[src/rtl/instr_fetch_if.sv]
// Fetch-unit bus bundle: instruction-memory read port, redirect input and
// the decode-side valid/ready instruction stream.
interface instr_fetch_if;
  logic        imem_req;
  logic [31:0] imem_addr;
  logic [31:0] imem_rdata;
  logic        redirect;
  logic [31:0] redirect_pc;
  logic        instr_valid;
  logic        instr_ready;
  logic [31:0] instr;
  logic [5:0]  opcode;
  logic [31:0] instr_pc;
  logic [31:0] instr_pc4;

  modport master (
    output imem_req, imem_addr, instr_valid, instr, opcode, instr_pc, instr_pc4,
    input  imem_rdata, redirect, redirect_pc, instr_ready
  );

  modport slave (
    input  imem_req, imem_addr, instr_valid, instr, opcode, instr_pc, instr_pc4,
    output imem_rdata, redirect, redirect_pc, instr_ready
  );
endinterface

[src/rtl/instr_fetch.sv]
// Instruction fetch unit: sequential PC, 1-cycle-latency memory reads buffered
// with their PCs in a DEPTH-entry FIFO, branch/jump redirect with full flush.
module instr_fetch #(
  parameter logic [31:0] RESET_PC = 32'h0000_0000,
  parameter int unsigned DEPTH    = 4
) (
  input  logic          clk,
  input  logic          reset,
  instr_fetch_if.master bus
);

  localparam int unsigned PW = $clog2(DEPTH);
  localparam int unsigned CW = PW + 1;
  localparam logic [31:0] RESET_PC_AL = {RESET_PC[31:2], 2'b00};
  localparam logic [CW:0] DEPTH_W = (CW+1)'(DEPTH);

  logic [31:0]   pc_q, pc_d;
  logic          inflight_q, inflight_d;
  logic [31:0]   inflight_pc_q, inflight_pc_d;
  logic [CW-1:0] count_q, count_d;
  logic [PW-1:0] rd_ptr_q, rd_ptr_d;
  logic [PW-1:0] wr_ptr_q, wr_ptr_d;
  logic [31:0]   mem_instr_q [DEPTH];
  logic [31:0]   mem_pc_q    [DEPTH];

  logic          valid_s;
  logic          pop_s;
  logic          push_s;
  logic          issue_s;
  logic [CW:0]   occ_s;
  logic [31:0]   head_instr_s;
  logic [31:0]   head_pc_s;
  logic [31:0]   head_pc4_s;
  logic          unused_bits_s;

  assign unused_bits_s = ^bus.redirect_pc[1:0];

  // Credit check counts the in-flight read so a returning word always finds room.
  assign valid_s = (count_q != '0);
  assign pop_s   = valid_s && bus.instr_ready;
  assign push_s  = inflight_q && !bus.redirect;
  assign occ_s   = (CW+1)'(count_q) + (CW+1)'(inflight_q) - (CW+1)'(pop_s);
  assign issue_s = !reset && !bus.redirect && (occ_s < DEPTH_W);

  // Next-state logic; a redirect flushes everything and drops the arriving word.
  always_comb begin
    pc_d          = pc_q;
    inflight_d    = inflight_q;
    inflight_pc_d = inflight_pc_q;
    count_d       = count_q;
    rd_ptr_d      = rd_ptr_q;
    wr_ptr_d      = wr_ptr_q;
    if (bus.redirect) begin
      pc_d       = {bus.redirect_pc[31:2], 2'b00};
      inflight_d = 1'b0;
      count_d    = '0;
      rd_ptr_d   = '0;
      wr_ptr_d   = '0;
    end else begin
      inflight_d = issue_s;
      if (issue_s) begin
        pc_d          = pc_q + 32'd4;
        inflight_pc_d = pc_q;
      end else begin
        pc_d          = pc_q;
        inflight_pc_d = inflight_pc_q;
      end
      if (push_s) wr_ptr_d = wr_ptr_q + PW'(1);
      else        wr_ptr_d = wr_ptr_q;
      if (pop_s)  rd_ptr_d = rd_ptr_q + PW'(1);
      else        rd_ptr_d = rd_ptr_q;
      case ({push_s, pop_s})
        2'b10:   count_d = count_q + CW'(1);
        2'b01:   count_d = count_q - CW'(1);
        default: count_d = count_q;
      endcase
    end
  end

  // Control state registers.
  always_ff @(posedge clk) begin
    if (reset) begin
      pc_q          <= RESET_PC_AL;
      inflight_q    <= 1'b0;
      inflight_pc_q <= 32'h0000_0000;
      count_q       <= '0;
      rd_ptr_q      <= '0;
      wr_ptr_q      <= '0;
    end else begin
      pc_q          <= pc_d;
      inflight_q    <= inflight_d;
      inflight_pc_q <= inflight_pc_d;
      count_q       <= count_d;
      rd_ptr_q      <= rd_ptr_d;
      wr_ptr_q      <= wr_ptr_d;
    end
  end

  // FIFO storage; contents are only observed through valid entries.
  always_ff @(posedge clk) begin
    if (!reset && push_s) begin
      mem_instr_q[wr_ptr_q] <= bus.imem_rdata;
      mem_pc_q[wr_ptr_q]    <= inflight_pc_q;
    end
  end

  // Head presentation, zeroed while the buffer is empty.
  always_comb begin
    head_instr_s = 32'h0000_0000;
    head_pc_s    = 32'h0000_0000;
    head_pc4_s   = 32'h0000_0000;
    if (valid_s) begin
      head_instr_s = mem_instr_q[rd_ptr_q];
      head_pc_s    = mem_pc_q[rd_ptr_q];
      head_pc4_s   = mem_pc_q[rd_ptr_q] + 32'd4;
    end else begin
      head_instr_s = 32'h0000_0000;
      head_pc_s    = 32'h0000_0000;
      head_pc4_s   = 32'h0000_0000;
    end
  end

  assign bus.imem_req    = issue_s;
  assign bus.imem_addr   = issue_s ? pc_q : 32'h0000_0000;
  assign bus.instr_valid = valid_s;
  assign bus.instr       = head_instr_s;
  assign bus.opcode      = head_instr_s[31:26];
  assign bus.instr_pc    = head_pc_s;
  assign bus.instr_pc4   = head_pc4_s;

endmodule
[src/flat_wrapper.sv]
// flat-port wrapper written by rule: the top's interface ports become plain ports
module instr_fetch_flat 
#(
  parameter logic [31:0] RESET_PC = 32'h0000_0000,
  parameter int unsigned DEPTH    = 4
)
  (clk, reset, bus_imem_req, bus_imem_addr, bus_instr_valid, bus_instr, bus_opcode, bus_instr_pc, bus_instr_pc4, bus_imem_rdata, bus_redirect, bus_redirect_pc, bus_instr_ready);
  instr_fetch_if bus_i ();
  input  logic clk;
  input  logic reset;
  output wire logic [$bits(bus_i.imem_req)-1:0] bus_imem_req;
  output wire logic [$bits(bus_i.imem_addr)-1:0] bus_imem_addr;
  output wire logic [$bits(bus_i.instr_valid)-1:0] bus_instr_valid;
  output wire logic [$bits(bus_i.instr)-1:0] bus_instr;
  output wire logic [$bits(bus_i.opcode)-1:0] bus_opcode;
  output wire logic [$bits(bus_i.instr_pc)-1:0] bus_instr_pc;
  output wire logic [$bits(bus_i.instr_pc4)-1:0] bus_instr_pc4;
  input wire logic [$bits(bus_i.imem_rdata)-1:0] bus_imem_rdata;
  input wire logic [$bits(bus_i.redirect)-1:0] bus_redirect;
  input wire logic [$bits(bus_i.redirect_pc)-1:0] bus_redirect_pc;
  input wire logic [$bits(bus_i.instr_ready)-1:0] bus_instr_ready;
  assign bus_imem_req = bus_i.imem_req;
  assign bus_imem_addr = bus_i.imem_addr;
  assign bus_instr_valid = bus_i.instr_valid;
  assign bus_instr = bus_i.instr;
  assign bus_opcode = bus_i.opcode;
  assign bus_instr_pc = bus_i.instr_pc;
  assign bus_instr_pc4 = bus_i.instr_pc4;
  assign bus_i.imem_rdata = bus_imem_rdata;
  assign bus_i.redirect = bus_redirect;
  assign bus_i.redirect_pc = bus_redirect_pc;
  assign bus_i.instr_ready = bus_instr_ready;
  instr_fetch #(.RESET_PC(RESET_PC), .DEPTH(DEPTH)) u_core (.clk(clk), .reset(reset), .bus(bus_i));
endmodule
[config.mk]
export PLATFORM = sky130hd
export DESIGN_NAME = instr_fetch_flat
export DESIGN_NICKNAME = d
export VERILOG_FILES = /design/src/rtl/instr_fetch_if.sv /design/src/rtl/instr_fetch.sv /design/src/flat_wrapper.sv
export SDC_FILE = /design/constraint.sdc
export NUM_CORES = 1
export LEC_CHECK = 0
export CAP_MARGIN = 20
export CORE_ASPECT_RATIO = 1.75
export CORE_UTILIZATION = 40
export CTS_CLUSTER_SIZE = 28
export DETAILED_ROUTE_END_ITERATION = 8
export SLEW_MARGIN = 20
export SYNTH_ARGS = -nofsm -noshare
export SYNTH_HDL_FRONTEND = slang
export SYNTH_SLANG_ARGS = --single-unit
[constraint.sdc]
create_clock -name clk -period 13.6 [get_ports clk]
set_input_delay 4.08 -clock clk [delete_from_list [all_inputs] [get_ports clk]]
set_output_delay 4.08 -clock clk [all_outputs]
set_load 0.01 [all_outputs]
* After elaboration in Yosys (flattened, before gate mapping)
Memories as Yosys holds them, arrays and structs flattened. A register that Yosys moved wholly into a read port is not among the register bits.
Index checks and enable logic that the tools add are counted.
** Storage, ports and cells
- Output and inout bits :: 136
- Memory bits (writable) :: 256
- Flip-flop bits (word level) :: 72
- Memories :: 2
** Cells by class
- $lt $le $gt $ge :: 1
- Add/subtract/negate cells :: 8
- Reductions and logical operators :: 12
- Eq/ne operators :: 2
- Muxes and demuxes :: 13
- Bitwise operators :: 1
** Memory list
- u_core.mem_instr_q :: words 4, width 32, read ports 1, clocked after Yosys merged registers in 1, wr ports 1, RTL line instr_fetch.sv:23 : logic [31:0] mem_instr_q [DEPTH];
- u_core.mem_pc_q :: words 4, width 32, read ports 1, clocked after Yosys merged registers in 1, wr ports 1, RTL line instr_fetch.sv:24 : logic [31:0] mem_pc_q [DEPTH];
** Operators by type and width (number)
- $mux W32 :: 6
- $add A32 B3 Y32 const B :: 2
- $mux W2 :: 4
- $pmux W3 S2 :: 1
- $logic_and A1 B1 Y1 :: 5
- $add A2 B1 Y2 const B :: 2
- $add A3 B1 Y4 :: 1
- $lt A4 B3 Y1 const B :: 1
- $reduce_bool A2 Y1 :: 2
- $sub A4 B1 Y4 :: 1
- $add A3 B1 Y3 const B :: 1
- $reduce_bool A3 Y1 :: 1
- $sub A3 B1 Y3 const B :: 1
- $eq A2 B1 Y1 const B :: 1
- $eq A2 B2 Y1 const B :: 1
- $logic_not A1 Y1 :: 2
- $mux W1 :: 2
- $reduce_and A2 Y1 :: 1
- $reduce_or A2 Y1 :: 1
- $not A1 Y1 :: 1

* Depth between registers and ports, before layout
- Word-level depth :: 7
- Gate-level depth with buffers :: 14
- Depth with buffers taken out :: 12

* Least setup slack after synthesis
Ideal clock, no wire load.
- Kind :: input-to-output
- From :: input port bus_instr_ready
- To :: output port bus_imem_addr[22]
- Buffers on the path :: 1
- Arrival :: 6.324 ns
- Stages on the path :: 12
- Data required time :: 9.520 ns
- Setup slack :: 3.196 ns
- Path through :: nor2b_1 -> ha_1 -> inv_1 -> ha_1 -> and3b_1 -> nor4b_2 -> o31a_1 -> nand2_1 -> inv_1 -> clkbuf_1 -> nand2_1 -> inv_1
** Between the ends
- Cells in the longest elaborated chain, start to end :: 5
** RTL lines
- start: declaration :: RTL line flat_wrapper.sv:21 : input wire logic [$bits(bus_i.instr_ready)-1:0] bus_instr_ready;
- $logic_and A1 B1 Y1 :: RTL line instr_fetch.sv:40 : assign pop_s = valid_s && bus.instr_ready;
- $sub A4 B1 Y4 :: RTL line instr_fetch.sv:42 : assign occ_s = (CW+1)'(count_q) + (CW+1)'(inflight_q) - (CW+1)'(pop_s);
- $lt A4 B3 Y1 :: RTL line instr_fetch.sv:43 : assign issue_s = !reset && !bus.redirect && (occ_s < DEPTH_W);
- $logic_and A1 B1 Y1 :: RTL line instr_fetch.sv:43
- net bus_imem_req :: RTL line flat_wrapper.sv:11 : output wire logic [$bits(bus_i.imem_req)-1:0] bus_imem_req;
- $mux W32 :: RTL line instr_fetch.sv:124 : assign bus.imem_addr = issue_s ? pc_q : 32'h0000_0000;
- end: declaration :: RTL line flat_wrapper.sv:12 : output wire logic [$bits(bus_i.imem_addr)-1:0] bus_imem_addr;
The timed path passes the listed nets, and every way through them passes these cells.

* Worst setup path in the final report
- From :: input port bus_instr_ready
- To :: output port bus_imem_addr[27]
** Between the ends
- Cells in the longest elaborated chain, start to end :: 5
** RTL lines
- $logic_and A1 B1 Y1 :: RTL line instr_fetch.sv:40
- net u_core.pop_s :: RTL line instr_fetch.sv:27 : logic pop_s;
- $sub A4 B1 Y4 :: RTL line instr_fetch.sv:42
- $lt A4 B3 Y1 :: RTL line instr_fetch.sv:43
- $logic_and A1 B1 Y1 :: RTL line instr_fetch.sv:43
- $mux W32 :: RTL line instr_fetch.sv:124
The timed path passes the listed nets, and every way through them passes these cells.

==> flow_summary.ini <==
[run_status]
outcome = complete, no violations

[setup_path]
arrival_ns = 7.62
critPathTopFamily = buffers and inverters
path_cells = clkdlybuf4s50_1, nor2b_1, ha_1, inv_1, ha_1, and3b_1, nor4b_2, o31a_1, nand2_1, inv_1, buf_4, nand2_1, inv_1, clkdlybuf4s50_1
rr_endpoint = u_core.pc_q[31]
worst_setup_path_start_kind = input pin
critical_path_class = input pin to output pin
worst-path-buf-inv = 6
cp-end-kind = output pin
cp_num_cells = 14
worstPathRequired_ns = 9.52
cp_common_cell = inv_1
rrSetupSlack_ns = 10.39
critical_path_peak_fanout = 31
cp_slowest_stage_delay_ns = 0.58
reg2reg_from = u_core.count_q[2]
reg2regPathDepth = 12
cp_slowest_cell = clkdlybuf4s50_1

[drt]
detail-route-antenna-nets = 0
wire_per_inst_um = 18.6
wl_um = 29900
drc = 0
firstDrtPassIters = 4
vias = 8093
drt_iter0_markers = 362
vias_per_cell = 5.04

[power_and_ir_drop]
max-vdd-ir-drop_mv = 0.0838
p_sw_frac = 0.203
p_comb_frac = 0.046
seq_power_share = 0.530
p_int_mw = 1.61
p_per_area_nw_per_um2 = 120
netSwitchingPower_uw = 411
p_clk_frac = 0.424
p_leak_nw = 5.68

[logic_synthesis]
ys_seq_area_frac = 0.652
ys.flop_type = edfxtp_1
async_flop_share = 0
synth_compound_area_frac = 0.0366
yosysTopAreaCellShare = 0.549
synth_cell_type_count = 52
synth-seq-cells = 318
syn_inst = 955
synth_top_family_by_area = simple AND/OR/NAND/NOR gates
synth_fa_ha_area_frac = 0.0107
synth_xor_area_frac = 0.0361
synth-edff-count = 248
avgSynthCellArea_sq_um = 14.2
netlist_top_cells_area = edfxtp_1 (55%), dfxtp_1 (10%), mux4_2 (9.1%)
syn_area_sq_um = 13600
ys_warn_count = 0
synth_top_cell_by_area = edfxtp_1
muxShareOfSynthArea = 0.106
synthSimpleGateAreaFrac = 0.121

[floorplan]
die_w_um = 141
ios = 204
start_util = 0.410
core_sq_um = 33100
die_area_sq_um = 34700
num_rows = 88
die_h_um = 246

[clock_tree]
cts_tree = yes
post_cts_resized = 0
path_clk_slew_ns = 0.07
cts_hold_buf = 0
htree_levels = 1
cts_setup_buffers = 0
cts_buffers = 28
clock_sinks = 318
clock-root-buffer = clkbuf_16
clk_path_buf_depth = 3
insertion_delay_ns = 0.56

[timing]
hold_violations = 0
setup_viol = 0
worst_pin_slew_ns = 1.04
skew_ns = 0.0178
final_max_slew_viol_count = 0
finalCritPeriodShare = 0.861
fin_hold_ws_ns = 0.498
post-route-min-period_ns = 11.70
grt_setup_unrepaired = false
setup_tns_ns = 0
relSlewSlack = 0.308
fmax_mhz = 85.4

[placed_design]
dpl_cell_area_sq_um = 15900
hpwlAfterDp_um = 19500
gp_congestion = 0.783
place_inst = 1553
numPortBuffers = 195

[min_path]
hold_class = register to register
hold_depth = 2
hp-start = u_core.inflight_pc_q[7]
holdPathEnd = u_core.inflight_pc_q[7]

[grt]
grt_use_total = 0.177
use_met3 = 0.0203
grt_pass1_wl_um = 46700
overflow = 0
grt_start_max_net_pins = 93
grt_use_met2 = 0.335
grt_busiest_layer = met2
antenna_found_initial = 0
grt_pass1_vias = 8396
met1_usage = 0.203

[cells_and_area]
fin_nets = 1212
syn2layout_area_growth_pct = 24.6
mostFrequentLayoutCell = edfxtp_1
most-common-layout-cells = edfxtp_1 (248), clkdlybuf4s50_1 (194), nand2_1 (94)
finalInstanceArea_sq_um = 16900
final_cells = 1605
drive_gt1_frac = 0.116
post-route-util = 0.510
antenna_cells = 0

[flow_run]
cap_viol_max_count = 0
## kinds of logic after synthesis
| group | after synthesis |
|---|---|
| AOI/OAI and AO/OA | 78 |
| xor gates and xnor gates | 56 |
| adders and majority gates | 11 |
| buffers and inverters | 111 |
| DFF | 318 |
| muxes | 63 |
| other | 1 |
| and+or+nand+nor | 317 |
## per-stage QoR
step,worst slack [ns],power (mW)
6_report,1.90,2.02
5_1_grt,1.63,2.08
4_1_cts,1.81,2.04
3_5_place_dp,1.81,1.19
3_3_place_gp,1.90,1.19
2_1_floorplan,3.20,1.14
## tightest hold or removal path: cells and delay by family, from the launching register on
| kind | cells | cell delay (ns) |
|---|---|---|
| flops | 1 | 0.34 |
| simple gates | 1 | 0.06 |
| compound gates | 1 | 0.05 |
## state kept, by name (all words and copies together) (netlist names), named ones only
name                  count
u_core.mem_instr_q      128
u_core.mem_pc_q         120
u_core.count_q            3
u_core.inflight_pc_q     30
u_core.pc_q              30
u_core.wr_ptr_q           2
u_core.inflight_q         1
u_core.rd_ptr_q           2
## worst max path at each step
stage,slack (ns),end,from
finish,1.90,bus_imem_addr[27],bus_instr_ready
global route,1.63,bus_imem_addr[27],bus_instr_ready
CTS,1.81,bus_imem_addr[27],bus_instr_ready
detailed placement,1.81,bus_imem_addr[27],bus_instr_ready
global placement,1.90,bus_imem_addr[9],bus_instr_ready
floorplan,3.20,bus_imem_addr[22],bus_instr_ready
## power groups by stage
stage | logic [mW] | registers, mW | clock network [mW]
finish | 0.0938 | 1.07 | 0.856
global route | 0.103 | 1.07 | 0.907
CTS | 0.0954 | 1.07 | 0.878
detailed placement | 0.0948 | 1.09 | 0
global placement | 0.0941 | 1.09 | 0
floorplan | 0.0488 | 1.09 | 0
## cells in the mapped netlist (all sizes together), types with 2 or more instances
library cell	instances
clkbuf	37
nand4b	2
nand3	18
mux4	62
dfxtp	70
or3	6
a311oi	4
nor2b	65
inv	49
nand2	94
nor3	16
edfxtp	248
o21ai	8
nor4	12
a21oi	36
and3	9
nand3b	2
and3b	2
o21a	4
a211oi	21
ha	10
xnor2	32
xor2	24
nand4	12
and2	2
buf	25
nor4b	2
nor2	71
## layer usage
metal,part of all wire,vias up
met3,0.038,42
met2,0.54,210
met1,0.40,4005
met5,0,-
li1,-,3836
met4,0.026,0
## area by class of cell
type	count	area (sq um)
tap	450	563
clock inverter	16	193
timing repair buffer	205	2020
sequential	318	8860
clock buffer	36	825
multi-input combinational	531	4270
fill	2889	16200
inverter	49	184
Note: power is estimated with default switching activity, not from simulation.
